File: src/rtl/eigenportfolio_n.sv
// ---------------------------------------------------------------------------
// eigenportfolio_n
//
// Picks the eigenvector whose eigenvalue has a run-time rank (0 = largest,
// ties go to the lower column index). It then normalises that vector into
// fixed-point portfolio weights Q(WIDTH-FRAC).FRAC, using one shared
// sequential restoring divider.
//
// Flow: IDLE -> RANK (N cycles) -> SUM (N cycles)
//       -> DIV (N*(WIDTH+FRAC+1) cycles) -> DONE_ST -> IDLE
// The rank-error and zero-sum paths jump straight to DONE_ST.
//
// Optional build macro:
//   ABS_NORM_EN  When defined, the divisor is sum(|v_i|) (gross-leverage
//                normalisation). When undefined, the divisor is sum(v_i).
//
// Ports:
//   clk           clock
//   rst_n         asynchronous active-low reset
//   start         request pulse, only honoured in IDLE
//   rank          eigenvalue rank to select (0 = largest)
//   eigenvectors  [r][c] element, column c is eigenvector c
//   eigenvalues   [c] eigenvalue paired with column c
//   busy          high from request acceptance until done
//   done          one-cycle result-valid pulse
//   err           rank out of range or zero divisor (held until next start)
//   sat           at least one weight clamped (held until next start)
//   sel_idx       selected column index
//   portfolio     registered weights, held until next start
// ---------------------------------------------------------------------------
module eigenportfolio_n #(
    parameter int WIDTH    = 16,
    parameter int FRAC     = 8,
    parameter int N_STOCKS = 4
) (
    input  logic                          clk,
    input  logic                          rst_n,
    input  logic                          start,
    input  logic [$clog2(N_STOCKS)-1:0]   rank,
    input  logic signed [WIDTH-1:0]       eigenvectors [N_STOCKS][N_STOCKS],
    input  logic signed [WIDTH-1:0]       eigenvalues  [N_STOCKS],
    output logic                          busy,
    output logic                          done,
    output logic                          err,
    output logic                          sat,
    output logic [$clog2(N_STOCKS)-1:0]   sel_idx,
    output logic signed [WIDTH-1:0]       portfolio [N_STOCKS]
);

    localparam int RANK_W = $clog2(N_STOCKS);
    // Sum of N WIDTH-bit words needs no truncation at this width.
    localparam int SW     = WIDTH + RANK_W + 1;
    // Dividend is |v| << FRAC.
    localparam int DW     = WIDTH + FRAC;
    localparam int BW     = $clog2(DW + 1);

    localparam logic [RANK_W:0]   N_EXT    = (RANK_W + 1)'(N_STOCKS);
    localparam logic [RANK_W-1:0] LAST_IDX = RANK_W'(N_STOCKS - 1);
    localparam logic [BW-1:0]     BIT_LAST = BW'(DW);
    localparam logic [DW-1:0]     POS_LIM  = DW'((longint'(1) << (WIDTH - 1)) - 1);
    localparam logic [DW-1:0]     NEG_LIM  = DW'(longint'(1) << (WIDTH - 1));

    typedef enum logic [2:0] {
        IDLE,
        RANK,
        SUM,
        DIV,
        DONE_ST
    } state_t;

    state_t state_reg, state_next;

    // Captured request
    logic signed [WIDTH-1:0] evec_reg [N_STOCKS][N_STOCKS];
    logic signed [WIDTH-1:0] eval_reg [N_STOCKS];
    logic [RANK_W-1:0]       rank_reg;

    // Sequencing
    logic [RANK_W-1:0]       step_reg;   // candidate / element index
    logic [BW-1:0]           bit_reg;    // 0 = setup, 1..DW = iterations
    logic [RANK_W-1:0]       sel_reg;

    // Sum and divider datapath
    logic signed [SW-1:0]    acc_reg;
    logic [SW-1:0]           dmag_reg;   // |divisor|
    logic                    sum_neg_reg;
    logic                    neg_reg;    // sign of the current quotient
    logic [DW-1:0]           dvd_reg;
    logic [DW-1:0]           quo_reg;
    logic [SW-1:0]           rem_reg;

    // Status / results
    logic                    busy_reg, done_reg, err_reg, sat_reg;
    logic signed [WIDTH-1:0] port_reg [N_STOCKS];

    // ------------------------------------------------------------------
    // Rank of candidate step_reg: how many eigenvalues beat it. A value
    // beats the candidate if it is larger, or if it is equal and sits at
    // a lower index. That gives every column a distinct rank.
    // ------------------------------------------------------------------
    logic [N_STOCKS-1:0] beats;
    logic [RANK_W:0]     rank_count;

    genvar gi;
    generate
        for (gi = 0; gi < N_STOCKS; gi++) begin : g_beats
            assign beats[gi] = (eval_reg[gi] > eval_reg[step_reg]) ||
                               ((eval_reg[gi] == eval_reg[step_reg]) &&
                                (RANK_W'(gi) < step_reg));
        end
    endgenerate

    always_comb begin
        rank_count = '0;
        for (int i = 0; i < N_STOCKS; i++) begin
            rank_count = rank_count + (RANK_W + 1)'(beats[i]);
        end
    end

    logic rank_bad, step_last, bit_last;
    assign rank_bad  = ({1'b0, rank_reg} >= N_EXT);
    assign step_last = (step_reg == LAST_IDX);
    assign bit_last  = (bit_reg == BIT_LAST);

    // Element of the selected column addressed by step_reg
    logic signed [WIDTH-1:0] cur_elem;
    logic [WIDTH-1:0]        cur_mag;
    assign cur_elem = evec_reg[step_reg][sel_reg];
    assign cur_mag  = cur_elem[WIDTH-1] ? WIDTH'(-cur_elem) : WIDTH'(cur_elem);

    logic signed [SW-1:0] sum_term, acc_sum;
    logic [SW-1:0]        acc_mag;
`ifdef ABS_NORM_EN
    assign sum_term = {{(SW - WIDTH){1'b0}}, cur_mag};
`else
    assign sum_term = {{(SW - WIDTH){cur_elem[WIDTH-1]}}, cur_elem};
`endif
    assign acc_sum = acc_reg + sum_term;
    assign acc_mag = acc_sum[SW-1] ? SW'(-acc_sum) : SW'(acc_sum);

    // One restoring-division step on magnitudes. The remainder stays below
    // the divisor, so the shifted trial value fits in SW+1 bits.
    logic [SW:0]   trial;
    logic          fits;
    logic [SW-1:0] rem_step;
    logic [DW-1:0] quo_step;
    assign trial    = {rem_reg, dvd_reg[DW-1]};
    assign fits     = (trial >= {1'b0, dmag_reg});
    assign rem_step = SW'(fits ? (trial - {1'b0, dmag_reg}) : trial);
    assign quo_step = {quo_reg[DW-2:0], fits};

    // Apply the quotient sign after division (truncation toward zero),
    // then clamp to the signed WIDTH range.
    logic signed [WIDTH-1:0] res;
    logic                    clamp;
    always_comb begin
        res   = '0;
        clamp = 1'b0;
        if (!neg_reg) begin
            if (quo_step > POS_LIM) begin
                clamp = 1'b1;
                res   = {1'b0, {(WIDTH - 1){1'b1}}};
            end else begin
                res = quo_step[WIDTH-1:0];
            end
        end else begin
            if (quo_step > NEG_LIM) begin
                clamp = 1'b1;
                res   = {1'b1, {(WIDTH - 1){1'b0}}};
            end else begin
                res = -quo_step[WIDTH-1:0];
            end
        end
    end

    // ------------------------------------------------------------------
    // FSM
    // ------------------------------------------------------------------
    always_ff @(posedge clk or negedge rst_n) begin
        if (!rst_n) begin
            state_reg <= IDLE;
        end else begin
            state_reg <= state_next;
        end
    end

    always_comb begin
        state_next = state_reg;
        case (state_reg)
            IDLE: begin
                if (start) state_next = RANK;
            end
            RANK: begin
                if (rank_bad)       state_next = DONE_ST;
                else if (step_last) state_next = SUM;
            end
            SUM: begin
                if (step_last) state_next = (acc_sum == '0) ? DONE_ST : DIV;
            end
            DIV: begin
                if (bit_last && step_last) state_next = DONE_ST;
            end
            DONE_ST: state_next = IDLE;
            default: state_next = IDLE;
        endcase
    end

    // ------------------------------------------------------------------
    // Datapath
    // ------------------------------------------------------------------
    always_ff @(posedge clk or negedge rst_n) begin
        if (!rst_n) begin
            for (int r = 0; r < N_STOCKS; r++) begin
                for (int c = 0; c < N_STOCKS; c++) begin
                    evec_reg[r][c] <= '0;
                end
                eval_reg[r] <= '0;
                port_reg[r] <= '0;
            end
            rank_reg    <= '0;
            step_reg    <= '0;
            bit_reg     <= '0;
            sel_reg     <= '0;
            acc_reg     <= '0;
            dmag_reg    <= '0;
            sum_neg_reg <= 1'b0;
            neg_reg     <= 1'b0;
            dvd_reg     <= '0;
            quo_reg     <= '0;
            rem_reg     <= '0;
            busy_reg    <= 1'b0;
            done_reg    <= 1'b0;
            err_reg     <= 1'b0;
            sat_reg     <= 1'b0;
        end else begin
            done_reg <= 1'b0;
            case (state_reg)
                IDLE: begin
                    if (start) begin
                        for (int r = 0; r < N_STOCKS; r++) begin
                            for (int c = 0; c < N_STOCKS; c++) begin
                                evec_reg[r][c] <= eigenvectors[r][c];
                            end
                            eval_reg[r] <= eigenvalues[r];
                        end
                        rank_reg <= rank;
                        step_reg <= '0;
                        busy_reg <= 1'b1;
                        err_reg  <= 1'b0;
                        sat_reg  <= 1'b0;
                    end
                end

                RANK: begin
                    if (rank_bad) begin
                        err_reg <= 1'b1;
                        for (int i = 0; i < N_STOCKS; i++) port_reg[i] <= '0;
                    end else begin
                        if (rank_count == {1'b0, rank_reg}) sel_reg <= step_reg;
                        if (step_last) begin
                            step_reg <= '0;
                            acc_reg  <= '0;
                        end else begin
                            step_reg <= step_reg + 1'b1;
                        end
                    end
                end

                SUM: begin
                    acc_reg <= acc_sum;
                    if (step_last) begin
                        step_reg    <= '0;
                        bit_reg     <= '0;
                        dmag_reg    <= acc_mag;
                        sum_neg_reg <= acc_sum[SW-1];
                        if (acc_sum == '0) begin
                            err_reg <= 1'b1;
                            for (int i = 0; i < N_STOCKS; i++) port_reg[i] <= '0;
                        end
                    end else begin
                        step_reg <= step_reg + 1'b1;
                    end
                end

                DIV: begin
                    if (bit_reg == '0) begin
                        // Setup cycle: load the magnitude of the element.
                        dvd_reg <= DW'(cur_mag) << FRAC;
                        rem_reg <= '0;
                        quo_reg <= '0;
                        neg_reg <= cur_elem[WIDTH-1] ^ sum_neg_reg;
                        bit_reg <= BW'(1);
                    end else begin
                        rem_reg <= rem_step;
                        quo_reg <= quo_step;
                        dvd_reg <= dvd_reg << 1;
                        if (bit_last) begin
                            port_reg[step_reg] <= res;
                            sat_reg            <= sat_reg | clamp;
                            bit_reg            <= '0;
                            step_reg           <= step_last ? '0 : step_reg + 1'b1;
                        end else begin
                            bit_reg <= bit_reg + 1'b1;
                        end
                    end
                end

                DONE_ST: begin
                    done_reg <= 1'b1;
                    busy_reg <= 1'b0;
                end

                default: ;
            endcase
        end
    end

    assign busy    = busy_reg;
    assign done    = done_reg;
    assign err     = err_reg;
    assign sat     = sat_reg;
    assign sel_idx = sel_reg;

    generate
        for (gi = 0; gi < N_STOCKS; gi++) begin : g_port
            assign portfolio[gi] = port_reg[gi];
        end
    endgenerate

endmodule

File: config.mk
export PLATFORM = sky130hd
export DESIGN_NAME = eigenportfolio_n
export DESIGN_NICKNAME = d
export VERILOG_FILES = /design/src/rtl/eigenportfolio_n.sv
export SDC_FILE = /design/constraint.sdc
export NUM_CORES = 1
export LEC_CHECK = 0
export CAP_MARGIN = 20
export CELL_PAD_IN_SITES_DETAIL_PLACEMENT = 1
export CELL_PAD_IN_SITES_GLOBAL_PLACEMENT = 1
export CORE_UTILIZATION = 48
export DETAILED_ROUTE_END_ITERATION = 8
export PLACE_DENSITY_LB_ADDON = 0.1
export SKIP_CTS_REPAIR_TIMING = 1
export SLEW_MARGIN = 20
export SYNTH_ARGS = -nofsm -noshare
export SYNTH_HDL_FRONTEND = slang
export SYNTH_SLANG_ARGS = --single-unit
File: constraint.sdc
create_clock -name clk -period 16.2 [get_ports clk]
set_clock_uncertainty 0.05 [all_clocks]
set_input_delay 3.24 -clock clk [delete_from_list [all_inputs] [get_ports clk]]
set_output_delay 3.24 -clock clk [all_outputs]
set_load 0.02 [all_outputs]
==> impl_metrics.prom <==
# TYPE chip_impl_metric gauge
chip_impl_metric{name="numCtsBuffers",unit=""} 55
chip_impl_metric{name="post-dp-hpwl",unit="um"} 61700
chip_impl_metric{name="worst_slack",unit="ns"} 8.73
chip_impl_metric{name="gate_count_of_the_mapped_netlist",unit=""} 2126
chip_impl_metric{name="overflow",unit=""} 0
chip_impl_metric{name="share_of_the_clock_period_used_by_the_worst_path",unit=""} 0.461
chip_impl_metric{name="synth_area",unit="um2"} 26000
chip_impl_metric{name="synth-seq-cells",unit=""} 500
chip_impl_metric{name="cp_data_required_time",unit="ns"} 16.66
chip_impl_metric{name="number_of_h_tree_levels",unit=""} 2
chip_impl_info{name="crit_path_leading_delay_family",value="compound AO/OA/AOI/OAI gates"} 1
chip_impl_metric{name="die-area",unit="um2"} 55200
chip_impl_metric{name="floorplan.io_pins",unit=""} 395
chip_impl_metric{name="worst_pin_slew",unit="ns"} 1.15
chip_impl_metric{name="floorplan.rows",unit=""} 85
chip_impl_info{name="outcome",value="finished, final reports clean"} 1
chip_impl_metric{name="seq_area_frac_synth",unit=""} 0.480
chip_impl_metric{name="number_of_flops_mapped_to_enable_cells_by_yosys",unit=""} 0
chip_impl_metric{name="power.switching_fraction",unit=""} 0.440
chip_impl_info{name="cts_root_buffer",value="sky130_fd_sc_hd__clkbuf_16"} 1
chip_impl_metric{name="layout.nets",unit=""} 2921
chip_impl_metric{name="post_route_cells_drive_above_1_share",unit=""} 0.211
chip_impl_metric{name="die_width",unit="um"} 235
chip_impl_metric{name="routed-via-count",unit=""} 19300
chip_impl_info{name="critPathCaptureType",value="register"} 1
chip_impl_info{name="timing.hold.worst.class",value="reg2reg"} 1
chip_impl_metric{name="peak_supply_drop",unit="mV"} 0.127
chip_impl_metric{name="detail_route.first_pass.iterations",unit=""} 5
chip_impl_metric{name="timing.max_cap.violations",unit=""} 0
chip_impl_metric{name="syn-mean-instance-area",unit="um2"} 12.3
chip_impl_metric{name="path_clk_slew",unit="ns"} 0.06
chip_impl_metric{name="cts_max_path_bufs",unit=""} 3
chip_impl_info{name="path_class",value="reg2reg"} 1
chip_impl_metric{name="route.final.wire_length",unit="um"} 85100
chip_impl_metric{name="worst_ep_arrival_time",unit="ns"} 7.93
chip_impl_metric{name="grt_start_max_net_pins",unit=""} 168
chip_impl_metric{name="power.share.combinational",unit=""} 0.569
chip_impl_metric{name="p_leak",unit="uW"} 0.0139
chip_impl_metric{name="critical_path_buf_inv_count",unit=""} 2
chip_impl_metric{name="power_report.internal_total",unit="uW"} 4470
chip_impl_metric{name="synthArstFlopShare",unit=""} 1.00
chip_impl_metric{name="route.detailed.wl_per_inst",unit="um"} 26.2
chip_impl_metric{name="netlist-cell-type-count",unit=""} 82
chip_impl_info{name="startpoint_type",value="register"} 1
chip_impl_metric{name="initial_antenna_violation_count",unit=""} 40
chip_impl_metric{name="number_of_flip_flops_in_the_largest_register",unit=""} 256
chip_impl_info{name="path_common_cell",value="sky130_fd_sc_hd__buf_4"} 1
chip_impl_metric{name="yosys_warnings",unit=""} 0
chip_impl_metric{name="place_congestion",unit=""} 0.904
chip_impl_info{name="main_synth_ff_type",value="sky130_fd_sc_hd__dfrtp_1"} 1
chip_impl_metric{name="critical_path.max_fanout",unit=""} 40
chip_impl_metric{name="buffer_ports.inserted",unit=""} 394
chip_impl_metric{name="grt_use_total",unit=""} 0.310
chip_impl_metric{name="dr.first_iter.drc_count",unit=""} 1013
chip_impl_metric{name="core-area",unit="um2"} 53700
chip_impl_metric{name="area_taken_by_multi_input_logic_gates",unit="um2"} 12800
chip_impl_metric{name="power_density",unit="nW/um2"} 245
chip_impl_metric{name="cts_num_sinks",unit=""} 500
chip_impl_metric{name="die_h",unit="um"} 235
chip_impl_metric{name="post-route-min-period",unit="ns"} 7.47
chip_impl_metric{name="final_area",unit="um2"} 32500
chip_impl_info{name="critPathSlowestCell",value="sky130_fd_sc_hd__buf_4"} 1
chip_impl_metric{name="seq_area",unit="um2"} 12500
chip_impl_metric{name="post_dp_cell_area",unit="um2"} 30600
chip_impl_metric{name="finalSetupViolations",unit=""} 0
chip_impl_metric{name="final_design_utilization",unit=""} 0.605
chip_impl_metric{name="share_seq_of_total_power",unit=""} 0.270
chip_impl_metric{name="synth.net_count",unit=""} 2567
chip_impl_metric{name="first_global_vias",unit=""} 21600
chip_impl_metric{name="timing.critical_path.slowest_cell_delay",unit="ns"} 0.70
chip_impl_metric{name="place_ws",unit="ns"} 8.76
chip_impl_metric{name="wire_length_of_the_first_global_routing_pass",unit="um"} 131000
chip_impl_metric{name="fin_setup_tns",unit="ns"} 0
chip_impl_metric{name="area_delta_synth_final",unit="%"} 24.8
chip_impl_metric{name="routed_via_density",unit=""} 5.95
chip_impl_metric{name="final-hold-violation-count",unit=""} 0
chip_impl_info{name="rsz0062_at_grt",value="no"} 1
chip_impl_metric{name="fmax",unit="GHz"} 0.134
chip_impl_info{name="clock_tree_from_tritoncts",value="done"} 1
chip_impl_metric{name="insertion_delay",unit="ns"} 0.63
chip_impl_info{name="critical_path_cell_by_cell",value="buf_4 -> buf_4 -> mux4_1 -> mux4_2 -> ha_1 -> and3_1 -> a221o_1 -> a21oi_1 -> a2111oi_0 -> a311oi_1 -> o2111ai_1 -> nor4_4 -> nor2_1 -> a2bb2o_1"} 1
chip_impl_metric{name="antenna_violating_nets_post_route",unit=""} 0
chip_impl_metric{name="final-max-slew-violation-count",unit=""} 0
chip_impl_metric{name="power.net_switching",unit="uW"} 3500
chip_impl_metric{name="fillerInstances",unit=""} 5380
chip_impl_metric{name="remaining_max_slew_budget_at_the_tightest_pin",unit=""} 0.228
chip_impl_metric{name="power_frac_clock",unit=""} 0.161
chip_impl_metric{name="floorplan.initialDensity",unit=""} 0.485
chip_impl_metric{name="remaining_drc_errors",unit=""} 0
==> through the flow <==
step	total power, uW	instances	hold WS (ns)
after detailed placement	6620	3119	0.415
after global routing	8510	3242	0.461
after CTS	7990	3218	0.438
after global placement	6440	3119	0.411
final	7970	3245	0.435
after floorplan	5220	2126	0.395
==> routing by layer <==
| metal | vias to the layer above | GRT usage | share of wire |
|---|---|---|---|
| met2 | 425 | 0.528 | 0.50 |
| met4 | 30 | 0.147 | 0.045 |
| met3 | 202 | 0.0687 | 0.051 |
| met1 | 10000 | 0.373 | 0.40 |
| met5 | - | 0 | 0.0021 |
| li1 | 8639 | - | - |
==> layout make-up <==
type,count,share of cell area
Timing Repair Buffer,411,0.126
Inverter,79,0.00913
Multi-Input combinational cell,1433,0.394
Sequential cell,500,0.385
Antenna cell,27,0.00208
Clock inverter,20,0.00708
Clock buffer,79,0.0494
Tap cell,696,0.0268
==> tightest hold or removal path: cells and delay by family, from the launching register on <==
family,cells,cell delay [ns]
DFF,1,0.34
AOI/OAI and AO/OA,1,0.06
and+or+nand+nor,1,0.05
==> cells in the mapped netlist (11+ instances only) <==
cell type / number / area [um2]
sky130_fd_sc_hd__nor3_1: 22 / 110
sky130_fd_sc_hd__inv_1: 78 / 293
sky130_fd_sc_hd__nor2b_1: 18 / 113
sky130_fd_sc_hd__mux4_1: 13 / 342
sky130_fd_sc_hd__clkbuf_1: 89 / 334
sky130_fd_sc_hd__mux2i_1: 11 / 110
sky130_fd_sc_hd__mux2_2: 320 / 3600
sky130_fd_sc_hd__a21oi_1: 66 / 330
sky130_fd_sc_hd__nor2_1: 80 / 300
sky130_fd_sc_hd__a211oi_1: 15 / 113
sky130_fd_sc_hd__nand2_1: 147 / 552
sky130_fd_sc_hd__o31ai_1: 11 / 82.6
sky130_fd_sc_hd__and3_1: 15 / 93.8
sky130_fd_sc_hd__nand4_1: 17 / 106
sky130_fd_sc_hd__dfrtp_1: 500 / 12500
sky130_fd_sc_hd__a31oi_1: 24 / 150
sky130_fd_sc_hd__xor2_1: 27 / 236
sky130_fd_sc_hd__ha_1: 113 / 1410
sky130_fd_sc_hd__xnor2_1: 31 / 272
sky130_fd_sc_hd__nand3_1: 23 / 115
sky130_fd_sc_hd__o21a_1: 25 / 188
sky130_fd_sc_hd__o21ai_0: 121 / 606
sky130_fd_sc_hd__o2bb2ai_1: 27 / 236
sky130_fd_sc_hd__a21o_1: 21 / 158
sky130_fd_sc_hd__mux4_2: 80 / 1800
sky130_fd_sc_hd__nand2b_1: 15 / 93.8
sky130_fd_sc_hd__a22o_1: 63 / 552
==> placed cells by master, fill, tap and decap left out, types with 14 or more instances in the layout <==
| cell | instances |
|---|---|
| sky130_fd_sc_hd__dfrtp_1 | 497 |
| sky130_fd_sc_hd__clkdlybuf4s50_1 | 393 |
| sky130_fd_sc_hd__mux2_2 | 320 |
| sky130_fd_sc_hd__nand2_1 | 146 |
| sky130_fd_sc_hd__o21ai_0 | 121 |
| sky130_fd_sc_hd__ha_1 | 113 |
| sky130_fd_sc_hd__mux4_2 | 80 |
| sky130_fd_sc_hd__nor2_1 | 79 |
| sky130_fd_sc_hd__inv_1 | 78 |
| sky130_fd_sc_hd__a21oi_1 | 66 |
| sky130_fd_sc_hd__a22o_1 | 63 |
| sky130_fd_sc_hd__clkbuf_16 | 55 |
| sky130_fd_sc_hd__xnor2_1 | 30 |
| sky130_fd_sc_hd__diode_2 | 27 |
| sky130_fd_sc_hd__xor2_1 | 27 |
| sky130_fd_sc_hd__o2bb2ai_1 | 27 |
| sky130_fd_sc_hd__o21a_1 | 25 |
| sky130_fd_sc_hd__a31oi_1 | 24 |
| sky130_fd_sc_hd__nand3_1 | 23 |
| sky130_fd_sc_hd__a21o_1 | 21 |
| sky130_fd_sc_hd__nor3_1 | 21 |
| sky130_fd_sc_hd__nor2b_1 | 18 |
| sky130_fd_sc_hd__nand4_1 | 17 |
| sky130_fd_sc_hd__nand2b_1 | 15 |
| sky130_fd_sc_hd__a211oi_1 | 15 |
| sky130_fd_sc_hd__and3_1 | 15 |
| sky130_fd_sc_hd__clkbuf_8 | 14 |
==> logic make-up (layout without fill, tap and decap cells) <==
kind of cell	after synthesis	after routing	synth area share
AOI/OAI and AO/OA	446	446	0.117
xor gates and xnor gates	59	59	0.0201
adders and majority gates	116	116	0.0566
buffers and inverters	193	589	0.0295
DFF	500	500	0.480
muxes	424	424	0.225
other	0	27	0
and+or+nand+nor	388	388	0.0716
==> power groups by stage <==
| stage | registers, uW | clock network, uW | logic (uW) |
|---|---|---|---|
| after global routing | 2220 | 1350 | 4940 |
| final | 2150 | 1280 | 4530 |
| after CTS | 2150 | 1310 | 4530 |
| after detailed placement | 2160 | 0 | 4460 |
| after global placement | 2120 | 0 | 4320 |
| after floorplan | 1970 | 0 | 3250 |
==> final timing paths <==
kind / start / endpoint / slack, ns / cells past startpoint
setup / recovery: step_reg[0] / portfolio[40] / 8.73 / 14
hold / removal: dvd_reg[10] / dvd_reg[10] / 0.43 / 2
setup reg to reg: step_reg[0] / portfolio[40] / 8.73 / 14
hold reg to reg: dvd_reg[10] / dvd_reg[10] / 0.43 / 2
max in group asynchronous: rst_n / portfolio[39] / 11.58 / 3
min in group asynchronous: rst_n / dmag_reg[11] / 2.55 / 1
Note: power is estimated with default switching activity, not from simulation.
